[config.mk]
export PLATFORM = sky130hd
export DESIGN_NAME = traffic_phase_ctrl
export DESIGN_NICKNAME = d
export VERILOG_FILES = /design/src/rtl/traffic_pkg.sv /design/src/rtl/traffic_phase_ctrl_tick_gen.sv /design/src/rtl/traffic_phase_ctrl.sv
export SDC_FILE = /design/constraint.sdc
export NUM_CORES = 1
export LEC_CHECK = 0
export BUFFER_PORTS_ARGS = -buffer_cell sky130_fd_sc_hd__clkbuf_2
export CORE_ASPECT_RATIO = 1.75
export CORE_MARGIN = 5
export CORE_UTILIZATION = 41
export DETAILED_ROUTE_END_ITERATION = 16
export GPL_ROUTABILITY_DRIVEN = 0
export GPL_TIMING_DRIVEN = 0
export PLACE_DENSITY_LB_ADDON = 0.05
export SYNTH_ARGS = -nofsm -noshare
export SYNTH_HDL_FRONTEND = slang
export SYNTH_SLANG_ARGS = --single-unit
export TNS_END_PERCENT = 30
[constraint.sdc]
create_clock -name clk -period 5.67 [get_ports clk]
set_input_delay 1.134 -clock clk [delete_from_list [all_inputs] [get_ports clk]]
set_output_delay 1.134 -clock clk [all_outputs]
set_load 0.005 [all_outputs]
[src/rtl/traffic_pkg.sv]
// Shared phase encoding, light patterns and phase helpers for the traffic phase controller.
package traffic_pkg;

  typedef enum logic [2:0] {GX, YX, AR1, GY, YY, AR2, FLASH} phase_t;

  localparam logic [2:0] L_RED = 3'b100;
  localparam logic [2:0] L_YEL = 3'b010;
  localparam logic [2:0] L_GRN = 3'b001;
  localparam logic [2:0] L_OFF = 3'b000;

  function automatic phase_t next_phase(input phase_t p);
    case (p)
      GX:      return YX;
      YX:      return AR1;
      AR1:     return GY;
      GY:      return YY;
      YY:      return AR2;
      AR2:     return GX;
      default: return AR2;
    endcase
  endfunction

  function automatic int unsigned phase_dur(input phase_t p, input int unsigned t_gx,
                                            input int unsigned t_gy, input int unsigned t_yel,
                                            input int unsigned t_ar);
    case (p)
      GX:       return t_gx;
      GY:       return t_gy;
      YX, YY:   return t_yel;
      AR1, AR2: return t_ar;
      default:  return 0;
    endcase
  endfunction

endpackage

[src/rtl/traffic_phase_ctrl_tick_gen.sv]
// Free-running prescaler: one registered tick pulse every CLK_DIV clocks.
module tick_gen #(
  parameter int unsigned CLK_DIV = 50_000_000
) (
  input  logic clk,
  input  logic rst,
  output logic tick
);

  localparam int unsigned CW = $clog2(CLK_DIV);

  logic [CW-1:0] cnt;

  always_ff @(posedge clk) begin
    if (rst) begin
      cnt  <= '0;
      tick <= 1'b0;
    end else if (cnt == CW'(CLK_DIV - 1)) begin
      cnt  <= '0;
      tick <= 1'b1;
    end else begin
      cnt  <= cnt + CW'(1);
      tick <= 1'b0;
    end
  end

endmodule

[src/rtl/traffic_phase_ctrl.sv]
// Two-road six-phase traffic controller with pedestrian shortening, night flash
// and a binary/BCD countdown for the display block.
module traffic_phase_ctrl
  import traffic_pkg::*;
#(
  parameter int unsigned CLK_DIV = 50_000_000,
  parameter int unsigned T_GX    = 30,
  parameter int unsigned T_GY    = 15,
  parameter int unsigned T_YEL   = 3,
  parameter int unsigned T_AR    = 1,
  parameter int unsigned T_PED   = 5,
  parameter int unsigned CNT_W   = 7
) (
  input  logic             clk,
  input  logic             rst,
  input  logic             ped_req,
  input  logic             flash,
  output logic [2:0]       light_x,
  output logic [2:0]       light_y,
  output logic [CNT_W-1:0] remaining,
  output logic [3:0]       cnt_tens,
  output logic [3:0]       cnt_ones,
  output logic             tick,
  output logic             ped_pend
);

  if (T_GX < 1 || T_GX > 99 || T_GY < 1 || T_GY > 99 || T_YEL < 1 || T_YEL > 99 ||
      T_AR < 1 || T_AR > 99 || T_PED < 1 || T_PED > 99 || CLK_DIV < 2 || CNT_W < 7)
  begin : g_param_chk
    $error("traffic_phase_ctrl: T_* must be 1..99, CLK_DIV >= 2, CNT_W >= 7");
  end

  localparam logic [CNT_W-1:0] REM_GX  = CNT_W'(T_GX);
  localparam logic [CNT_W-1:0] REM_AR  = CNT_W'(T_AR);
  localparam logic [CNT_W-1:0] REM_PED = CNT_W'(T_PED);

  phase_t           state, state_nx;
  logic [CNT_W-1:0] rem_nx;
  logic             ped_nx;
  logic             flash_phase, fp_nx;

  tick_gen #(.CLK_DIV(CLK_DIV)) u_tick_gen (
    .clk  (clk),
    .rst  (rst),
    .tick (tick)
  );

  always_ff @(posedge clk) begin
    if (rst) begin
      state       <= GX;
      remaining   <= REM_GX;
      ped_pend    <= 1'b0;
      flash_phase <= 1'b0;
    end else begin
      state       <= state_nx;
      remaining   <= rem_nx;
      ped_pend    <= ped_nx;
      flash_phase <= fp_nx;
    end
  end

  // Priority: flash, flash exit, pedestrian shortening (suppresses the tick), tick.
  always_comb begin
    state_nx = state;
    rem_nx   = remaining;
    ped_nx   = ped_pend;
    fp_nx    = flash_phase;
    if (flash) begin
      state_nx = FLASH;
      rem_nx   = '0;
      if (state == FLASH && tick) fp_nx = ~flash_phase;
    end else if (state == FLASH) begin
      state_nx = AR2;
      rem_nx   = REM_AR;
      fp_nx    = 1'b0;
    end else if ((state == GX || state == GY) && ped_pend) begin
      if (remaining > REM_PED) rem_nx = REM_PED;
      ped_nx = 1'b0;
    end else if (tick) begin
      if (remaining > CNT_W'(1)) begin
        rem_nx = remaining - CNT_W'(1);
      end else begin
        state_nx = next_phase(state);
        rem_nx   = CNT_W'(phase_dur(next_phase(state), T_GX, T_GY, T_YEL, T_AR));
      end
    end
    if (ped_req) ped_nx = 1'b1;
  end

  always_comb begin
    light_x = L_RED;
    light_y = L_RED;
    case (state)
      GX:      light_x = L_GRN;
      YX:      light_x = L_YEL;
      GY:      light_y = L_GRN;
      YY:      light_y = L_YEL;
      FLASH: begin
        light_x = flash_phase ? L_YEL : L_OFF;
        light_y = flash_phase ? L_YEL : L_OFF;
      end
      default: ;
    endcase
  end

  always_comb begin
    cnt_tens = 4'(remaining / CNT_W'(10));
    cnt_ones = 4'(remaining % CNT_W'(10));
  end

endmodule
Word-level counts from Yosys, hierarchy flattened
Index checks and enable logic that the tools add are counted.
- register bits after elaboration: 39
- input bits: 4
- output and inout bits: 23
- logic and storage cells: 88
- add/sub/neg operators: 2
- divide/modulo/power cells: 2
- magnitude comparators: 2
- equal/unequal tests: 22
- multiplexer cells: 26
- bitwise logic cells: 1
- reductions and logical operators: 24
- operator list (cell ; count):
    $mux W7 ; 4
    $add A26 B1 Y26 const B ; 1
    $eq A26 B26 Y1 const B ; 1
    $mux W3 ; 7
    $pmux W5 S4 ; 1
    $pmux W3 S3 ; 2
    $eq A3 B3 Y1 const B ; 5
    $pmux W3 S5 ; 1
    $eq A3 B2 Y1 const B ; 4
    $mux W5 ; 2
    $reduce_and A3 Y1 ; 3
    $mux W1 ; 8
    $ne A2 B2 Y1 const B ; 4
    $reduce_and A2 Y1 ; 4
    $reduce_bool A2 Y1 ; 4
    $reduce_or A2 Y1 ; 4
    $div A7 B4 Y7 const B ; 1
    $gt A7 B1 Y1 const B ; 1
    $gt A7 B3 Y1 const B ; 1
    $mod A7 B4 Y7 const B ; 1
    $sub A7 B1 Y7 const B ; 1
    $eq A3 B1 Y1 const B ; 2
    $logic_not A3 Y1 ; 2
    $ne A3 B3 Y1 const B ; 2
    other kinds (10) ; 13

Longest topological paths before layout
Gate-level depths: netlist (run 1).
- depth in word-level cells: 15
- gate-level depth with buffers: 10
- gate-level depth less buffers: 9

Cells and area by module
From an unflattened synthesis (run 1), not the netlist that was laid out.
- cells, all modules: 326
- area total of the unflattened synthesis: 2538.7 um^2
- by module, submodules not included (module ; times used ; cells an instance ; area an instance (um^2) ; seq. area each (um^2)):
    traffic_phase_ctrl ; 1 ; 185 ; 1293.7 ; 240.2
    tick_gen ; 1 ; 141 ; 1244.9 ; 540.5

Least setup slack after synthesis (run 1)
Ideal clock, no wire load.
- path type: reg2out
- start: reg remaining[2]
- end: out cnt_ones[1]
- data arrival time: 1.883 ns
- required time: 4.536 ns
- path slack: 2.653 ns
- cell stages (with the launch flop): 11
- path buffers: 2
- path through: dfxtp_1 clkbuf_1 clkbuf_1 a31oi_1 a211o_1 inv_1 ha_1 inv_1 nand3_1 o211ai_1 xnor2_1
- cells in the longest elaborated chain, start to end: 1
- ends and longest elaborated chain (item ; RTL line ; source):
    start: declaration ; traffic_phase_ctrl.sv:20 ; output logic [CNT_W-1:0] remaining,
    start signal: assignment ; traffic_phase_ctrl.sv:56 ; remaining <= rem_nx;
    $mod A7 B4 Y7 ; traffic_phase_ctrl.sv:108 ; cnt_ones = 4'(remaining % CNT_W'(10));
    end: declaration ; traffic_phase_ctrl.sv:22 ; output logic [3:0] cnt_ones,
Every way passes these cells.

Final worst setup path (run 1)
- start: reg remaining[6]
- end: out cnt_ones[1]
Same word-level chain as after synthesis.

==> metrics.txt, run 1 <==
average instance area after synthesis=approximately 7.8 µm²; critical-path cell list=clkbuf_1 -> nor3b_1 -> o311ai_0 -> nand3_1 -> o211ai_1 -> xnor2_1 -> clkbuf_2; final slew viol count=0; DP HPWL=4.832 mm; R2R Path End=u_tick_gen.cnt[23]$_SDFF_PP0_; CTS tree=built; Post-synth EDFFs=0; die footprint=approximately 0.0077 mm²; status=complete, no violations; final worst path period share=66.63%; Area Growth Syn to Fin=12.39%; Netlist cell types=54; WP data arrival=~2.6 ns; min cycle time layout=about 3.8 ns; Seq/Total Area, Yosys=about a third; Mapped Nets=326; vias in the first global route=roughly 2.2k; initial antenna violation count=0; largest net degree at the start of global routing=12; Ys Warns=0; Worst VDD drop=0.0001899 V; CTS sink count=39; HP Start=u_tick_gen.cnt[0]$_SDFF_PP0_; Nets=358; final count of hold timing violations=0; GRT Total Usage=17.22%; Synth area leaders=dfxtp_1, xnor2_1, nor2_1; Initial Util=42.06%; first-pass GRT wire length=10.29 mm; Setup TNS Final=0 ns; drt drc=0; f_max=0.2647 GHz; R2R Setup Slk=3.28 ns; worst slew pin tran=0.9036 ns; core area=0.005833 mm²; Data required, critical path=4.54 ns; Syn Std Cell Area=0.002454 mm²; # resized after CTS=0; leakage=0.001019 µW; normalized max-slew margin=38.99%; type of origin of the critical path=flip-flop; clk_lat worst skew=0.29 ns; Longest Clk Path Bufs=2; htree depth=2; hold buffer count at cts=0; most common cell in the synthesized netlist=nor2_1; worst hold path stage count=1; gr ovfl total=0; PwrDens=205.4 mW/mm²; RSZ-0062 raised after global routing=no; die extent in x=68.48 µm; WL per Instance=14.38 µm; ANT cells=0; Post-CTS Setup Bufs=0; Synth top cells by count=nor2_1, dfxtp_1, xnor2_1, inv_1, nand2_1; io pins=27; number of buffers created by CTS=5; max_cap viols=0; Rows=37; post-placement cell area=~0.0027 mm²; HP Class=flip-flop to flip-flop; initial drt markers=43; Worst R2R Start=u_tick_gen.cnt[0]$_SDFF_PP0_; Final Cell Area=0.002758 mm²; post-synthesis cell count=316; clk slew on worst S/H paths=roughly 0.080 ns; Final setup viols=0; type of the worst setup path=flip-flop to output pin; Worst R2R Path Depth=9; type of element capturing the critical path=output pin; Die Span Y=112.3 µm; worst-path fanout max=10; FFs w/ async S/R, synth=0%; Buffers on Ports=25; routed wire length=6.140 mm; layout cells sized above 1=13.18%; Setup crit start=remaining[6]$_SDFFE_PP0P_; DRT Pass-1 Iters=4; detail-routed via count per cell=5.265; skew final=about 0.0099 ns; area leader, netlist=dfxtp_1; crit path to=cnt_ones[1]; Synth Flop Type=dfxtp_1; slowest CP cell=o311ai_0; slowest cell delay on critical path=0.76 ns; vias=2248; flops & latches, synth=39; root buffer cell=clkbuf_8; post-route ant nets=0; top cell type's share of synthesized area=a little under a third
metal layers:
layer / vias to the layer above / track usage, % / share of wire (%)
met1: 1047 / 16.60 / 36
li1: 1167 / - / -
met5: - / 0 / 0
met4: 0 / 7.039 / 2.5
met2: 24 / 33.82 / 59
met3: 10 / 2.202 / 2.0
critical path: cells and delay by family (launching register included):
family	cells	cell delay, ns
AO/OA/AOI/OAI	2	1.03
buffers and inverters	2	0.50
AND/OR/NAND/NOR	2	0.23
XOR/XNOR	1	0.16
flip-flops	1	0.44
where the power goes:
group          switching, µW  internal (µW)
Clock                   95.1           86.4
Sequential              7.81            280
Combinational           55.7           41.2
Total                    159            408
state kept, by name (all words and copies together), names as in the netlist:
register	flops
flash_phase	1
ped_pend	1
remaining	7
state	3
u_tick_gen.cnt	26
u_tick_gen.tick	1
cell usage in the layout, fill, tap and decap left out, types with 2 or more instances in the layout:
cell	instances
a21boi_0	2
a21o_1	4
a21oi_1	11
a22o_1	3
a31oi_1	7
and2_1	2
and3_1	6
and3b_1	3
and4_1	3
buf_2	6
clkbuf_1	15
clkbuf_2	25
clkbuf_8	5
dfxtp_1	39
ha_1	6
inv_1	18
mux2i_1	2
nand2_1	17
nand2b_1	4
nand3_1	16
nand3b_1	2
nand4_1	8
nor2_1	48
nor2b_1	7
nor3_1	11
nor3b_1	2
nor4_1	4
o211ai_1	2
o21ai_0	9
o311ai_0	2
o41ai_1	2
or3_1	4
xnor2_1	24
xor2_1	7
logic make-up after synthesis:
logic type | share of synthesized area (%)
muxes | 1.428
DFF | 31.82
and+or+nand+nor | 31.26
xor gates and xnor gates | 11.07
adders and majority gates | 3.060
AOI/OAI and AO/OA | 15.09
buffers and inverters | 6.272
area by class of cell:
class | instances | area (µm²)
clock buffer | 7 | 76.32
buffer | 20 | 86.33
fill | 662 | 3075
sequential | 39 | 780.7
multi-input combinational | 239 | 1519
clock inverter | 1 | 5.005
tap | 78 | 97.59
inverter | 18 | 67.56
timing repair buffer | 25 | 125.1
worst min path at each step:
| stage | endpoint | slack [ns] |
|---|---|---|
| 3_3_place_gp | flash_phase$_SDFFE_PP0P_ | 0.46 |
| 4_1_cts | u_tick_gen.cnt[0]$_SDFF_PP0_ | 0.49 |
| 6_report | u_tick_gen.cnt[0]$_SDFF_PP0_ | 0.49 |
| 5_1_grt | u_tick_gen.cnt[0]$_SDFF_PP0_ | 0.52 |
| 2_1_floorplan | u_tick_gen.cnt[0]$_SDFF_PP0_ | 0.44 |
| 3_5_place_dp | u_tick_gen.cnt[0]$_SDFF_PP0_ | 0.47 |
per-stage QoR:
| step | worst slack, ns | total power [µW] | hold slack [ns] | cells | utilization, % |
|---|---|---|---|---|---|
| 2_1_floorplan | 2.653 | 360.0 | 0.4372 | 316 | - |
| 3_3_place_gp | 2.253 | 391.4 | 0.4584 | 419 | 45.88 |
| 3_5_place_dp | 2.194 | 392.2 | 0.4733 | 419 | 45.88 |
| 4_1_cts | 1.864 | 576.4 | 0.4873 | 427 | 47.28 |
| 5_1_grt | 1.690 | 599.2 | 0.5190 | 427 | 47.28 |
| 6_report | 1.892 | 566.4 | 0.4878 | 427 | 47.28 |
Power figures use the tool's default switching activity.
==> run 2: changes to the inputs <==
--- a/config.mk
+++ b/config.mk
@@ -5,6 +5,7 @@
 export SDC_FILE = /design/constraint.sdc
 export NUM_CORES = 1
 export LEC_CHECK = 0
+export ABC_AREA = 1
 export BUFFER_PORTS_ARGS = -buffer_cell sky130_fd_sc_hd__clkbuf_2
 export CORE_ASPECT_RATIO = 1.75
 export CORE_MARGIN = 5
==> constraint.sdc (replaced) <==
create_clock -name clk -period 3.52 [get_ports clk]
set_input_delay 0.704 -clock clk [delete_from_list [all_inputs] [get_ports clk]]
set_output_delay 0.704 -clock clk [all_outputs]
set_load 0.005 [all_outputs]
==> metrics.txt, run 2 <==
Worst R2R Path Depth=9; post-route ant nets=0; post-synthesis cell count=353; flops & latches, synth=39; fin cells=463; CTS tree=built; final slew viol count=0; f_max=0.3172 GHz; Hold Worst Slack=around 0.46 ns; vias in the first global route=between 2k and 2.5k; largest registers=u_tick_gen.cnt (26), remaining (7), state (3); root buffer cell=clkbuf_8; WL per Instance=12.50 µm; core area=around 0.0056 mm²; Setup TNS Final=0 ns; Top reg by flops=u_tick_gen.cnt; top cell type's share of synthesized area=between 30% and 40%; Mapped Nets=363; Ys Warns=0; most common cell in the synthesized netlist=nand2_1; type of the worst setup path=flip-flop to output pin; Die Span Y=110.8 µm; Rows=36; HP Class=flip-flop to flip-flop; vias=2330; Syn Std Cell Area=0.002380 mm²; max_cap viols=0; gr ovfl total=0; FILL cells=~640; CTS sink count=39; average instance area after synthesis=6.742 µm²; Post-synth EDFFs=0; area leader, netlist=dfxtp_1; worst-path fanout max=6; type of element capturing the critical path=output pin; final worst setup slack=approximately 0.37 ns; final worst path period share=89.57%; Seq/Total Area, Yosys=32.81%; most common cell after layout, fill and taps aside=nand2_1; max reg flops=26; skew final=0.007569 ns; Data required, critical path=2.82 ns; FFs w/ async S/R, synth=0%; PwrDens=361.0 mW/mm²; Synth top cells by count=nand2_1, inv_1, nor2_1, dfxtp_1, nand3_1; DP HPWL=~4.8 mm; normalized max-slew margin=around two thirds; clk slew on worst S/H paths=0.07 ns; GRT Total Usage=16.41%; initial antenna violation count=0; Area Growth Syn to Fin=13.78%; type of origin of the critical path=flip-flop; Final Cell Area=0.002708 mm²; Final setup viols=0; worst slew pin tran=~0.47 ns; WP data arrival=2.45 ns; die extent in x=between 60 and 70 µm; hold buffer count at cts=0; post-placement cell area=0.002605 mm²; commonest non-fill, non-tap cells in the layout=nand2_1, inv_1, nor2_1; Netlist cell types=37; status=complete, no violations; initial drt markers=76; Buffers on Ports=26; leakage=0.001151 µW; drt drc=0; min cycle time layout=3.153 ns; layout cells sized above 1=16.54%; Synth area leaders=dfxtp_1, nand2_1, inv_1; routed wire length=~5.8 mm; largest net degree at the start of global routing=12; Initial Util=42.27%; htree depth=2; DP Cell Count=approximately 460; Synth Flop Type=dfxtp_1; worst hold path stage count=1; Longest Clk Path Bufs=2; number of buffers created by CTS=5; Place WS=0.5781 ns; clk_lat worst skew=0.28 ns; Nets=approximately 400; DRT Pass-1 Iters=4; detail-routed via count per cell=a little over 5; io pins=27; die footprint=0.007488 mm²; Worst VDD drop=0.0002053 V; RSZ-0062 raised after global routing=no; first-pass GRT wire length=9.673 mm; final count of hold timing violations=0; ANT cells=0
run 2: final timing paths:
check	from	to	slack, ns
hold / removal	u_tick_gen.cnt[0]$_SDFF_PP0_	u_tick_gen.cnt[0]$_SDFF_PP0_	0.46
hold reg to reg	u_tick_gen.cnt[0]$_SDFF_PP0_	u_tick_gen.cnt[0]$_SDFF_PP0_	0.46
setup reg to reg	u_tick_gen.cnt[2]$_SDFF_PP0_	u_tick_gen.cnt[25]$_SDFF_PP0_	1.47
setup / recovery	remaining[4]$_SDFFE_PP1P_	cnt_ones[1]	0.37
run 2: stage by stage:
stage | util (%) | power (µW)
after floorplan | - | 600.5
after global placement | 46.27 | 662.4
after detailed placement | 46.27 | 664.2
after CTS | 48.04 | 995.3
after global routing | 48.09 | 1038
final | 48.09 | 977.5
run 2: layout make-up:
type,instances,area (µm²),area share [%]
inverters,64,240.2,8.872
repair buffers,26,130.1,4.806
flip-flops and latches,39,780.7,28.84
multi-input cells,246,1340,49.49
plain buffers,4,21.27,0.7856
well taps,76,95.09,3.512
clock buffers,8,100.1,3.697
run 2: worst max-delay path, stage by stage (launching register included):
cell	delay, ns
dfxtp_1	0.34
inv_1	0.12
nand2_2	0.13
nor2_1	0.06
o21ai_0	0.21
nor2_1	0.07
nor2_2	0.16
nand2_1	0.11
nand2_2	0.08
nand2_1	0.07
nand2_1	0.09
inv_1	0.05
ha_1	0.18
inv_1	0.06
nand3_2	0.11
nand3_2	0.11
nand2_1	0.05
nand2_1	0.05
clkbuf_2	0.10
run 2: kinds of logic (layout without fill, tap and decap cells):
family	Yosys count	in the layout	share of synthesized area [%]
flip-flops	39	39	32.81
adder cells (fa/ha/maj)	6	6	3.154
XOR/XNOR	12	12	4.417
buffers and inverters	68	102	10.99
AND/OR/NAND/NOR	183	183	37.38
AO/OA/AOI/OAI	45	45	11.25
run 2: metal layers:
metal	track usage (%)	vias to the layer above	wire (µm)
li1	-	1209	-
met1	14.92	1066	2082
met2	32.66	40	3331
met3	2.434	15	158
met4	7.317	0	216
met5	0	-	0
run 2: what timing repair did:
action	4_1_cts	5_1_grt
setup endpoints to repair	0	2
buffers inserted	0	0
resized for setup	0	1
run 2: power breakdown:
part | internal, µW | switching (µW)
Combinational | 68.3 | 115
Clock | 179 | 147
Sequential | 453 | 14.2
